<file path="config.mk">
export PLATFORM = sky130hd
export DESIGN_NAME = io_tx_queue
export DESIGN_NICKNAME = d
export VERILOG_FILES = /design/src/rtl/io_tx_queue.sv
export SDC_FILE = /design/constraint.sdc
export NUM_CORES = 1
export LEC_CHECK = 0
export CORE_AREA = 2 2 256 207
export CTS_CLUSTER_SIZE = 25
export DETAILED_ROUTE_END_ITERATION = 6
export DIE_AREA = 0 0 258 209
export SYNTH_ARGS = -nofsm -noshare
export SYNTH_HDL_FRONTEND = slang
export SYNTH_SLANG_ARGS = --single-unit
export TNS_END_PERCENT = 100
</file>
<file path="constraint.sdc">
create_clock -name clk -period 9 [get_ports clk]
set_clock_uncertainty 0.1 [all_clocks]
set_input_delay 1.8 -clock clk [delete_from_list [all_inputs] [get_ports clk]]
set_output_delay 1.8 -clock clk [all_outputs]
set_load 0.02 [all_outputs]
</file>
<file path="src/rtl/io_tx_queue.sv">
// io_tx_queue: CPU-to-device transmit FIFO. Words are strobed to the device one at a
// time and held until acknowledged; a missing acknowledge triggers a periodic resend
// and latches a sticky error flag.
module io_tx_queue #(
    parameter int unsigned DATA_WIDTH = 64,
    parameter int unsigned DEPTH      = 8,
    parameter int unsigned TIMEOUT    = 16
) (
    input  logic                     clk,
    input  logic                     reset,
    input  logic [DATA_WIDTH-1:0]    cpu_data,
    input  logic                     cpu_valid,
    output logic                     cpu_ready,
    output logic [DATA_WIDTH-1:0]    dev_data,
    output logic                     dev_signal,
    input  logic                     dev_ack,
    input  logic                     flush,
    input  logic                     err_clr,
    output logic [$clog2(DEPTH):0]   level,
    output logic                     timeout_err
);

    localparam int unsigned AW = $clog2(DEPTH);
    localparam int unsigned LW = AW + 1;
    localparam int unsigned TW = $clog2(TIMEOUT);

    localparam logic [LW-1:0] FULL_LVL  = LW'(DEPTH);
    localparam logic [TW-1:0] TIMER_MAX = TW'(TIMEOUT - 1);

    typedef enum logic {StIdle, StWait} state_e;

    logic [DATA_WIDTH-1:0] r_mem [DEPTH];
    logic [AW-1:0]         r_head;
    logic [AW-1:0]         r_tail;
    logic [LW-1:0]         r_level;
    state_e                r_state;
    logic [TW-1:0]         r_timer;
    logic [DATA_WIDTH-1:0] r_dev_data;
    logic                  r_dev_signal;
    logic                  r_timeout_err;

    logic w_full;
    logic w_push;
    logic w_pop;
    logic w_start;
    logic w_resend;

    // Full/empty come from the level counter, never from a pointer compare.
    assign w_full   = (r_level == FULL_LVL);
    // Flush overrides every other queue or FSM action.
    assign w_push   = cpu_valid && !w_full && !flush;
    assign w_pop    = (r_state == StWait) && dev_ack && !flush;
    assign w_start  = (r_state == StIdle) && (r_level != '0) && !flush;
    assign w_resend = (r_state == StWait) && !dev_ack && (r_timer == TIMER_MAX) && !flush;

    assign cpu_ready   = !w_full;
    assign level       = r_level;
    assign dev_data    = r_dev_data;
    assign dev_signal  = r_dev_signal;
    assign timeout_err = r_timeout_err;

    // Storage array: written at the tail on every accepted push; contents need no reset.
    always_ff @(posedge clk) begin
        if (w_push) begin
            r_mem[r_tail] <= cpu_data;
        end
    end

    // Queue pointers and occupancy; pointers wrap naturally at DEPTH.
    always_ff @(posedge clk or negedge reset) begin
        if (!reset) begin
            r_head  <= '0;
            r_tail  <= '0;
            r_level <= '0;
        end else if (flush) begin
            r_head  <= '0;
            r_tail  <= '0;
            r_level <= '0;
        end else begin
            if (w_push) begin
                r_tail <= r_tail + AW'(1);
            end
            if (w_pop) begin
                r_head <= r_head + AW'(1);
            end
            unique case ({w_push, w_pop})
                2'b10:   r_level <= r_level + LW'(1);
                2'b01:   r_level <= r_level - LW'(1);
                default: r_level <= r_level;
            endcase
        end
    end

    // Transfer FSM with registered strobe, data, resend timer and sticky error.
    always_ff @(posedge clk or negedge reset) begin
        if (!reset) begin
            r_state       <= StIdle;
            r_timer       <= '0;
            r_dev_data    <= '0;
            r_dev_signal  <= 1'b0;
            r_timeout_err <= 1'b0;
        end else begin
            if (flush) begin
                // dev_data deliberately keeps its last value across a flush.
                r_state      <= StIdle;
                r_timer      <= '0;
                r_dev_signal <= 1'b0;
            end else begin
                unique case (r_state)
                    StIdle: begin
                        r_dev_signal <= 1'b0;
                        if (w_start) begin
                            r_dev_data   <= r_mem[r_head];
                            r_dev_signal <= 1'b1;
                            r_timer      <= '0;
                            r_state      <= StWait;
                        end
                    end
                    StWait: begin
                        if (w_pop) begin
                            r_dev_signal <= 1'b0;
                            r_state      <= StIdle;
                        end else if (w_resend) begin
                            r_dev_signal <= 1'b1;
                            r_timer      <= '0;
                        end else begin
                            r_dev_signal <= 1'b0;
                            r_timer      <= r_timer + TW'(1);
                        end
                    end
                    default: begin
                        r_state      <= StIdle;
                        r_dev_signal <= 1'b0;
                    end
                endcase
            end

            // A resend sets the error even if a clear is requested in the same cycle.
            if (w_resend) begin
                r_timeout_err <= 1'b1;
            end else if (err_clr) begin
                r_timeout_err <= 1'b0;
            end
        end
    end

endmodule
</file>
# [Word-level counts from Yosys, hierarchy flattened]
# Memory sizes are Yosys's and may differ from the RTL's. A register that Yosys moved wholly into a read port is not among the register bits.
# Cells that the tools add are included.
[totals] romBits=0 latchBits=0 ramBits=512 in_bits=70 ff_bits=17 mem_count=1 word_cells=64
[memory_table] name="r_mem" words=8 word_bits=64 rd=1 rd_ports_with_merged_regs=1 write_ports=1 line="32" text="logic [DATA_WIDTH-1:0] r_mem [DEPTH];"
[classes] reduce_logical=20 n_mul=0 div=0 n_bitwise=2 mux=23 eq_ne=6 n_addsub=5 magnitude_cmp=0 shifts=0
[op_table] operator="4-bit two-way mux" count=5
[op_table] operator="4-bit case mux with 2 select lines" count=2
[op_table] operator="3-bit two-way mux" count=4
[op_table] operator="1-bit two-way mux" count=10
[op_table] operator="1-bit logical AND" count=9
[op_table] operator="4-bit by 1-bit adder with 4-bit output, second input constant" count=2
[op_table] operator="4-bit equality test, second input constant" count=2
[op_table] operator="3-bit by 1-bit adder with 3-bit output, second input constant" count=2
[op_table] operator="3-bit != test, second input constant" count=2
[op_table] operator="2-bit nonzero test" count=3
[op_table] operator="1-bit zero test" count=4
[op_table] operator="1-bit case mux with 2 select lines" count=2
[op_table] operator="4-bit nonzero test" count=1
[op_table] operator="4-bit by 1-bit subtractor with 4-bit output, second input constant" count=1
[op_table] operator="3-bit AND reduction" count=1
[op_table] operator="3-bit nonzero test" count=1
[op_table] operator="2-bit by 1-bit equality test with 1-bit output, second input constant" count=1
[op_table] operator="2-bit equality test, second input constant" count=1
[op_table] operator="1-bit inverter" count=2
[op_table] operator="2-bit AND reduction" count=1

# [Depth between registers and ports, before layout]
# Gate-level depths: netlist (run 1).
[logic_depth] depth_word=8 mapped_depth=11 ltp_nobuf=9

# [Least setup slack after synthesis (run 1)]
# Ideal clock, no wire load.
[synth_path] path_kind="input port to flip-flop" from="input cpu_valid" to="memory r_mem[0][0], enable pin" path_slack_ns=-0.568 t_required_ns=8.234 arrival_ns=8.802 setup_time_ns=0.666 cell_stages=3 path_buffers=1 cell_sequence="clkbuf_1 -> nand2_1 -> nor4b_1"
[synth_via] elab_chain_cells=4
[synth_lines] element="from (decl)" line="12" text="input logic cpu_valid,"
[synth_lines] element="1-bit logical AND (2 in a row)" line="51" text="assign w_push = cpu_valid && !w_full && !flush;"
[synth_lines] element="1-bit two-way mux" line="64" text="if (w_push) begin"
[synth_lines] element="1-bit two-way mux (not written as such)" line="65" text="r_mem[r_tail] <= cpu_data;"
[synth_lines] element="to (decl)" line="32"
# Every way passes these cells.

# [Final worst setup path (run 1)]
[layout_path] from="input cpu_valid" to="memory r_mem[5][48], enable pin"
# Same word-level chain as after synthesis.

==> qor.csv, run 1 <==
metric,value,unit
drt first pass iters,5,
routability cong.,0.7088,
largest family of logic cells by synthesized area,multiplexers,
largest net degree at the start of global routing,75,
largest area contributor in the netlist,edfxtp_1,
Synth Area in Adders,0.003244,
Total GRT Usage,0.1646,
share of the synthesized area in the top cell type,0.6873,
register area share after synthesis,0.7779,
Critical Path Source,cpu_valid,
H-tree Lvls,2,
Hold Crit Class,reg -> reg,
clock slew at reported path FFs,0.06,ns
min cycle time layout,4.308,ns
count of final hold-check violations,0,
initial core utilization,0.4326,
CP Data Arrival Time,4.44,ns
"non-filler cells, final",1972,
maximum vdd ir drop,0.1477,mV
Post-layout nets,1305,
DRT Wirelength,43.36,mm
dpl cells,1864,
Post-CTS Hold Buffers,0,
fmax,232.1,MHz
DIE AREA,0.05392,mm²
Die W,258,µm
CTS root buf,clkbuf_16,
"Clk Latency, worst-skew pair",0.61,ns
reg2reg end,dev_data[41],
Finish-stage setup viols,0,
Post-synth ARST share,0.1366,
"Avg Cell Area, Syn",20.95,µm²
"commonest non-fill, non-tap cells in the layout","edfxtp_1 (512), clkdlybuf4s50_1 (139), mux4_2 (128), dfrtp_1 (78), nand2_1 (76)",
# rows,75,
syn_nets,1143,
multi-input logic area,0.004790,mm²
Synth Area in Compound Gates,0.02209,
Worst Setup End Kind,flop,
Critical Path Fanout Max,47,
Leak,8.394,nW
CTS sink cnt,593,
detailed-route wire length per cell,21.99,µm
Filler cells,4097,
mux share of post-synthesis cell area,0.1580,
CTS resizes,0,
Die H,209,µm
buffers added on ports,140,
relative slew slack,0.2820,
register area,0.01741,mm²
Netlist cell types,45,
Inserted Clock Buffers,57,
CTS tree,built,
Worst EP required,9.13,ns
worst r2r src,r_head[0],
Mapped Area,0.02237,mm²
FF-to-FF path depth,4,
cell area after layout,0.02638,mm²
"most common cell after layout, fill and taps aside",edfxtp_1,
flip-flop and latch count after synthesis,593,
drt drc,0,
"EDFF count, synth",512,
actual slew at the worst max-slew pin,1.077,ns
Clock Tree Buf Depth,3,
XOR/XNOR Fraction of Synth Area,0.002349,
max-cap viol count,0,
Setup crit end,r_mem[5][48],
Min Hold Slack,0.3778,ns
Post-DRT Antenna Nets,0,
share of layout cells above drive strength 1,0.1895,
initial antenna violation count,1,
Cells after Synth,1068,
dpl hpwl,23.74,mm
"Slew Viols, Final",0,
gr ovfl total,0,
CP Launch Type,input port,
dpl cell area,0.02461,mm²
Simple-Gate Fraction of Synth Area,0.02506,
critical path class,in -> reg,
core area,0.05171,mm²
number of global-route vias before repair,10819,
RSZ-0062 raised after global routing,false,
R2R Setup Slk,5.59,ns
vias,10406,
Post-synth top flop,edfxtp_1,
global-route wire length before repair,67.01,mm
Ports,141,
area delta synth->final,17.94,%
Pwr Density,245.5,mW/mm²
Yosys warning total,0,
sum of negative setup slack,0,ns
synth top area cells,"edfxtp_1 (69%), mux4_2 (13%), dfrtp_1 (9.1%), mux2i_1 (2.9%), o21ai_0 (1.5%)",
outcome,finished clean,
Iteration-0 DRC Markers,692,
DR vias/cell,5.277,
post-CTS setup buffers,0,
final worst path period share,0.4787,
-- layout make-up --
cell class	instances	share of cell area
diodes	2	0.0001897
clock buffers	73	0.05866
clock inverters	33	0.008157
inverters	3	0.0004268
multi-input cells	417	0.1815
flip-flops and latches	593	0.6600
well taps	693	0.03287
repair buffers	158	0.05814
-- routing by layer --
layer | global-route usage | wire length (µm) | vias up
met5 | 0 | 0 | -
met4 | 0.04784 | 906 | 0
met3 | 0.02948 | 2119 | 65
met2 | 0.2511 | 20080 | 246
met1 | 0.2448 | 20260 | 5437
li1 | - | - | 4658
-- metrics by stage --
stage               utilization  total power, W  worst slack (ns)
CTS                      0.5102        0.006563             4.677
detailed placement       0.4761        0.004302             4.039
finish                   0.5102        0.006477             4.692
global route             0.5102        0.006752             4.539
floorplan                     -        0.003843             1.704
global placement         0.4761        0.004288             4.099
-- worst max-delay path, stage by stage --
cell,delay [ns]
clkdlybuf4s50_1,0.65
and2_4,0.27
nand2_1,0.25
nor2_4,0.65
buf_4,0.78
-- power breakdown --
| part | leakage, nW | switching (W) | total (W) | internal, W |
|---|---|---|---|---|
| clock network | 0.852 | 0.000988 | 0.00225 | 0.00127 |
| logic | 1.90 | 0.000481 | 0.000932 | 0.000450 |
| registers | 5.64 | 0.000118 | 0.00329 | 0.00317 |
| total | 8.39 | 0.00159 | 0.00648 | 0.00489 |
-- Yosys cell counts, types with 5 or more instances --
cell type	n
o21ai_0	68
mux4_2	128
ha_1	5
mux2i_1	64
edfxtp_1	512
nor3_1	6
clkbuf_1	30
buf_2	23
nand2_1	77
dfrtp_1	81
nor2_1	16
a21oi_1	7
nand3_1	5
-- state kept, by name (all words and copies together), names as in the netlist --
register / count
r_tail: 3
r_state: 1
level: 4
r_head: 3
dev_signal: 1
dev_data: 64
r_mem: 512
r_timer: 4
timeout_err: 1
-- kinds of logic (layout without fill, tap and decap cells) --
family	count (synthesis)	after routing
flops	593	593
mux	193	193
other cells	0	2
simple gates	124	124
fa+ha+maj	6	6
compound gates	88	88
xor+xnor	6	6
buf+inv	58	267
-- worst min path at each step --
stage                     depth (start not counted)            to          from  slack, ns
after floorplan                                   1    r_timer[3]    r_timer[3]       0.37
after global placement                            2  dev_data[18]  dev_data[18]       0.36
after detailed placement                          2  dev_data[22]  dev_data[22]       0.37
after CTS                                         2  dev_data[22]  dev_data[22]       0.38
after global routing                              2  dev_data[20]  dev_data[20]       0.40
final                                             2  dev_data[20]  dev_data[20]       0.38
Power figures use the tool's default switching activity.
==> inputs of run 2 (changes only) <==
==> constraint.sdc (replaced) <==
create_clock -name clk -period 4.5 [get_ports clk]
set_clock_uncertainty 0.1 [all_clocks]
set_input_delay 0.9 -clock clk [delete_from_list [all_inputs] [get_ports clk]]
set_output_delay 0.9 -clock clk [all_outputs]
set_load 0.02 [all_outputs]
==> qor.csv, run 2 (synthesis results as in run 1) <==
metric,value,unit,change
reg2reg end,level[2],,
Buf/Inv on CP,1,,-1
Worst Setup End Kind,primary output,,
detailed-route wire length per cell,22.20,µm,+0.97%
number of global-route vias before repair,11144,,+3.0%
Filler cells,4033,,-1.6%
Seq pwr share,0.492,,-0.016
area delta synth->final,19.56,%,
H-tree Lvls,2,,unchanged
Min Hold Slack,0.2665,ns,-0.1113 ns
dpl hpwl,25.58,mm,+7.8%
Hold Crit Class,in -> async,,
min cycle time layout,3.429,ns,
Die W,258,µm,unchanged
largest net degree at the start of global routing,79,,+5.3%
worst r2r src,level[1],,
# rows,75,,unchanged
gr ovfl total,0,,unchanged
Post-DRT Antenna Nets,0,,unchanged
share of layout cells above drive strength 1,0.2070,,+0.01747
relative slew slack,0.3259,,+0.04384
drt first pass iters,5,,unchanged
actual slew at the worst max-slew pin,1.011,ns,-0.06576 ns
count of final hold-check violations,0,,unchanged
maximum vdd ir drop,0.3294,mV,+120%
drt drc,0,,unchanged
Finish-stage setup viols,0,,unchanged
FF-to-FF path depth,8,,+4
critical path class,reg -> out,,
core area,0.05171,mm²,unchanged
CTS tree,built,,
Sw Share,0.2419,,-0.003288
crit path max-delay cell type,or4b_1,,
switching power,0.003228,W,+100%
outcome,finished clean,,
global-route wire length before repair,68.31,mm,+1.9%
vias,10506,,+0.96%
max-cap viol count,0,,unchanged
R2R Setup Slk,1.72,ns,-3.87 ns
"most common cell after layout, fill and taps aside",edfxtp_1,,
CTS sink cnt,593,,unchanged
largest register by flop count,r_mem,,
WP depth,2,,-3
Worst EP required,3.50,ns,-5.63 ns
crit path cell chain,or4b_1 > clkdlybuf4s50_1,,
Int Pwr,0.01012,W,+110%
Post-CTS Hold Buffers,0,,unchanged
fmax,291.6,MHz,
Iteration-0 DRC Markers,789,,+14%
combinational share of power,0.144,,about the same
sum of negative setup slack,0,ns,unchanged
initial antenna violation count,4,,+3
relative contribution of the clock network to total power,0.364,,+0.016
Post-layout nets,1316,,+0.84%
RSZ-0062 raised after global routing,false,,
buffers added on ports,140,,unchanged
"Clk Latency, worst-skew pair",0.61,ns,about the same
Leak,8.577,nW,+2.2%
post-CTS setup buffers,0,,unchanged
"Slew Viols, Final",0,,unchanged
final worst path period share,0.7621,,
CTS root buf,clkbuf_16,,
Ports,141,,unchanged
Critical Path Fanout Max,9,,-81%
"commonest non-fill, non-tap cells in the layout","edfxtp_1 (512), clkdlybuf4s50_1 (139), mux4_2 (128), dfrtp_1 (78), nand2_1 (76)",,
routability cong.,0.7345,,+3.6%
Die H,209,µm,unchanged
CP Launch Type,flop,,
Crit path max-delay family,simple AND/OR/NAND/NOR gates,,
clock slew at reported path FFs,0.06,ns,about the same
Inserted Clock Buffers,57,,unchanged
crit-path max cell delay,0.72,ns,-0.06 ns
CTS resizes,0,,unchanged
initial core utilization,0.4326,,unchanged
CP Data Arrival Time,2.43,ns,-2.01 ns
Pwr Density,499.0,mW/mm²,+100%
Largest register FFs,512,,unchanged
DRT Wirelength,44.07,mm,+1.6%
Clock Tree Buf Depth,3,,unchanged
DIE AREA,0.05392,mm²,unchanged
DR vias/cell,5.293,,+0.30%
Total GRT Usage,0.1682,,+0.003584
==> run 2: cell count changes in the layout (fill, tap and decap cells not counted), sizes merged <==
cell / previous run / this run
buf: 19 / 30
bufinv: 2 / 5
clkbuf: 73 / 81
clkinv: 26 / 18
clkinvlp: 4 / 3
==> run 2: metrics by stage <==
step	cells	utilization	area (µm²)	power [W]	setup slack, ns
global route	1983	0.5172	26740	0.01394	0.9953
floorplan	1068	-	22390	0.007686	-1.896
finish	1985	0.5173	26750	0.01335	1.071
CTS	1983	0.5172	26740	0.01352	1.016
global placement	1875	0.4796	24800	0.008615	1.166
detailed placement	1875	0.4796	24800	0.008647	1.147
==> run 2: area by class of cell <==
type,count,area (µm²),share of cell area
Clock buffer,81,1658,0.06198
Clock inverter,27,286.5,0.01071
Timing Repair Buffer,169,1717,0.06418
Antenna cell,2,5.005,0.0001871
Tap cell,693,867.1,0.03242
Inverter,3,11.26,0.0004210
Multi-Input combinational cell,417,4790,0.1791
Sequential cell,593,17410,0.6510
==> run 2: per-layer routing <==
layer | vias to the layer above | track usage | wire length (µm)
met5 | - | 0 | 34
met4 | 6 | 0.04345 | 697
met3 | 55 | 0.03421 | 2425
met2 | 259 | 0.2549 | 20270
met1 | 5510 | 0.2510 | 20640
li1 | 4676 | - | -
==> run 2: worst max path at each step <==
stage               startpoint            to  slack, ns
floorplan                flush   r_mem[1][0]      -1.90
global placement     cpu_valid  r_mem[4][25]       1.17
detailed placement   cpu_valid  r_mem[4][23]       1.15
CTS                   level[1]     cpu_ready       1.02
global route          level[0]     cpu_ready        1.0
finish                level[1]     cpu_ready       1.07
==> run 2: power groups by stage <==
stage	Sequential, W	Combinational [W]	Clock (W)
finish	0.00657	0.00192	0.00486
global route	0.00663	0.00209	0.00522
CTS	0.00658	0.00196	0.00498
detailed placement	0.00669	0.00195	0
global placement	0.00669	0.00193	0
floorplan	0.00697	0.000717	0
==> inputs of run 3 (changes only) <==
==> constraint.sdc (replaced) <==
create_clock -name clk -period 3.1 [get_ports clk]
set_clock_uncertainty 0.1 [all_clocks]
set_input_delay 0.62 -clock clk [delete_from_list [all_inputs] [get_ports clk]]
set_output_delay 0.62 -clock clk [all_outputs]
set_load 0.02 [all_outputs]
==> qor.csv, run 3 (synthesis results as in run 1) <==
metric,value,unit,change
detailed-route wire length per cell,22.66,µm,+2.1%
dpl hpwl,25.67,mm,+0.33%
relative slew slack,0.5916,,+0.2657
Die H,209,µm,unchanged
Ports,141,,unchanged
Leak,8.685,nW,+1.3%
outcome,finished clean,,
initial core utilization,0.4326,,unchanged
Finish-stage setup viols,0,,unchanged
share of layout cells above drive strength 1,0.2134,,+0.006428
largest register by flop count,r_mem,,
dpl cell area,0.02509,mm²,+1.2%
worst r2r src,level[0],,
DIE AREA,0.05392,mm²,unchanged
"non-filler cells, final",1991,,+0.30%
"Clk Latency, worst-skew pair",0.61,ns,about the same
area delta synth->final,21.00,%,
CTS root buf,clkbuf_16,,
Total GRT Usage,0.1708,,+0.002655
Setup crit end,cpu_ready,,
FF-to-FF path depth,8,,unchanged
final core utilization,0.5235,,+0.006195
number of global-route vias before repair,11128,,-0.14%
drt first pass iters,5,,unchanged
reg2reg end,level[2],,
final worst path period share,0.8802,,
vias,10520,,+0.13%
RSZ-0062 raised after global routing,false,,
Die W,258,µm,unchanged
clock slew at reported path FFs,0.06,ns,about the same
"most common cell after layout, fill and taps aside",edfxtp_1,,
DR vias/cell,5.284,,-0.17%
Inserted Clock Buffers,57,,unchanged
largest net degree at the start of global routing,53,,-33%
CTS sink cnt,593,,unchanged
fmax,366.5,MHz,
dpl cells,1883,,+0.43%
Critical Path Source,level[0],,
Crit path max-delay family,simple AND/OR/NAND/NOR gates,,
maximum vdd ir drop,0.4659,mV,+41%
crit path cell chain,or4b_1 > buf_4 > dlymetal6s2s_1,,
CP Launch Type,flop,,
Worst Setup End Kind,primary output,,
initial antenna violation count,5,,+1
max-cap viol count,0,,unchanged
Pwr Density,723.9,mW/mm²,+45%
H-tree Lvls,2,,unchanged
# rows,75,,unchanged
Largest register FFs,512,,unchanged
WP depth,3,,+1
critical path class,reg -> out,,
CTS tree,built,,
Ant. Diodes,0,,-2
Critical Path Fanout Max,10,,+1
cell area after layout,0.02707,mm²,+1.2%
Clock Tree Buf Depth,3,,unchanged
post-CTS setup buffers,0,,unchanged
actual slew at the worst max-slew pin,0.6127,ns,-0.3985 ns
Post-layout nets,1325,,+0.68%
buffers added on ports,140,,unchanged
gr ovfl total,0,,unchanged
Post-DRT Antenna Nets,0,,unchanged
core area,0.05171,mm²,unchanged
CP Data Arrival Time,2.01,ns,-0.42 ns
Buf/Inv on CP,2,,+1
crit path max-delay cell type,or4b_1,,
global-route wire length before repair,69.02,mm,+1.0%
count of final hold-check violations,0,,unchanged
"Slew Viols, Final",0,,unchanged
routability cong.,0.7386,,+0.56%
R2R Setup Slk,0.49,ns,-1.23 ns
DRT Wirelength,45.12,mm,+2.4%
Hold Crit Class,reg -> reg,,
min cycle time layout,2.729,ns,
drt drc,0,,unchanged
crit-path max cell delay,0.55,ns,-0.17 ns
Worst EP required,2.38,ns,-1.12 ns
"commonest non-fill, non-tap cells in the layout","edfxtp_1 (512), clkdlybuf4s50_1 (138), mux4_2 (128), dfrtp_1 (75), nand2_1 (74)",,
Iteration-0 DRC Markers,794,,+0.63%
[run 3: worst min path at each step]
stage	startpoint	end	slack [ns]	cells after the start
4_1_cts	dev_data[51]	dev_data[51]	0.38	2
3_3_place_gp	dev_data[57]	dev_data[57]	0.36	2
2_1_floorplan	reset	dev_data[0]	0.22	0
6_report	dev_data[20]	dev_data[20]	0.38	2
5_1_grt	dev_data[20]	dev_data[20]	0.40	2
3_5_place_dp	dev_data[51]	dev_data[51]	0.37	2
[run 3: power by group]
part	internal [W]	switching, W
logic	0.00139	0.00147
clock network	0.00428	0.00292
registers	0.00921	0.000323
[run 3: per-stage QoR]
step	hold slack (ns)	setup WS [ns]	setup TNS, ns	power, W
floorplan	0.2244	-0.7094	-132.18	0.01117
global placement	0.3614	0.2528	0	0.01258
detailed placement	0.3693	0.2622	0	0.01262
CTS	0.3835	0.005854	0	0.01986
global route	0.3969	0.3050	0	0.02039
finish	0.3760	0.3713	0	0.01959
[run 3: cell type report]
cell class	instances	area, µm²
clock inverters	28	367.9
clock buffers	79	1599
multi-input cells	417	4828
fillers	4066	24640
flip-flops and latches	593	17420
inverters	3	11.26
repair buffers	178	1977
well taps	693	867.1
[run 3: timing repair]
item                                    4_1_cts  5_1_grt
endpoints found under the hold margin        32        0
hold buffers                                  1        0
resized for setup                             0        1
endpoints found under the setup margin        0        1
[run 3: routing by layer]
layer	part of all wire	vias to the layer above	wire, µm	GRT usage
met5	0.0013	-	59	0
met4	0.016	10	700	0.04066
met3	0.049	63	2197	0.03324
met2	0.48	214	21450	0.2716
met1	0.46	5536	20720	0.2461
li1	-	4697	-	-
[run 3: worst min-delay path, delay by kind of cell, from the launching register on]
family / cells / cell delay [ns]
AOI/OAI and AO/OA: 1 / 0.06
DFF: 1 / 0.34
and+or+nand+nor: 1 / 0.04
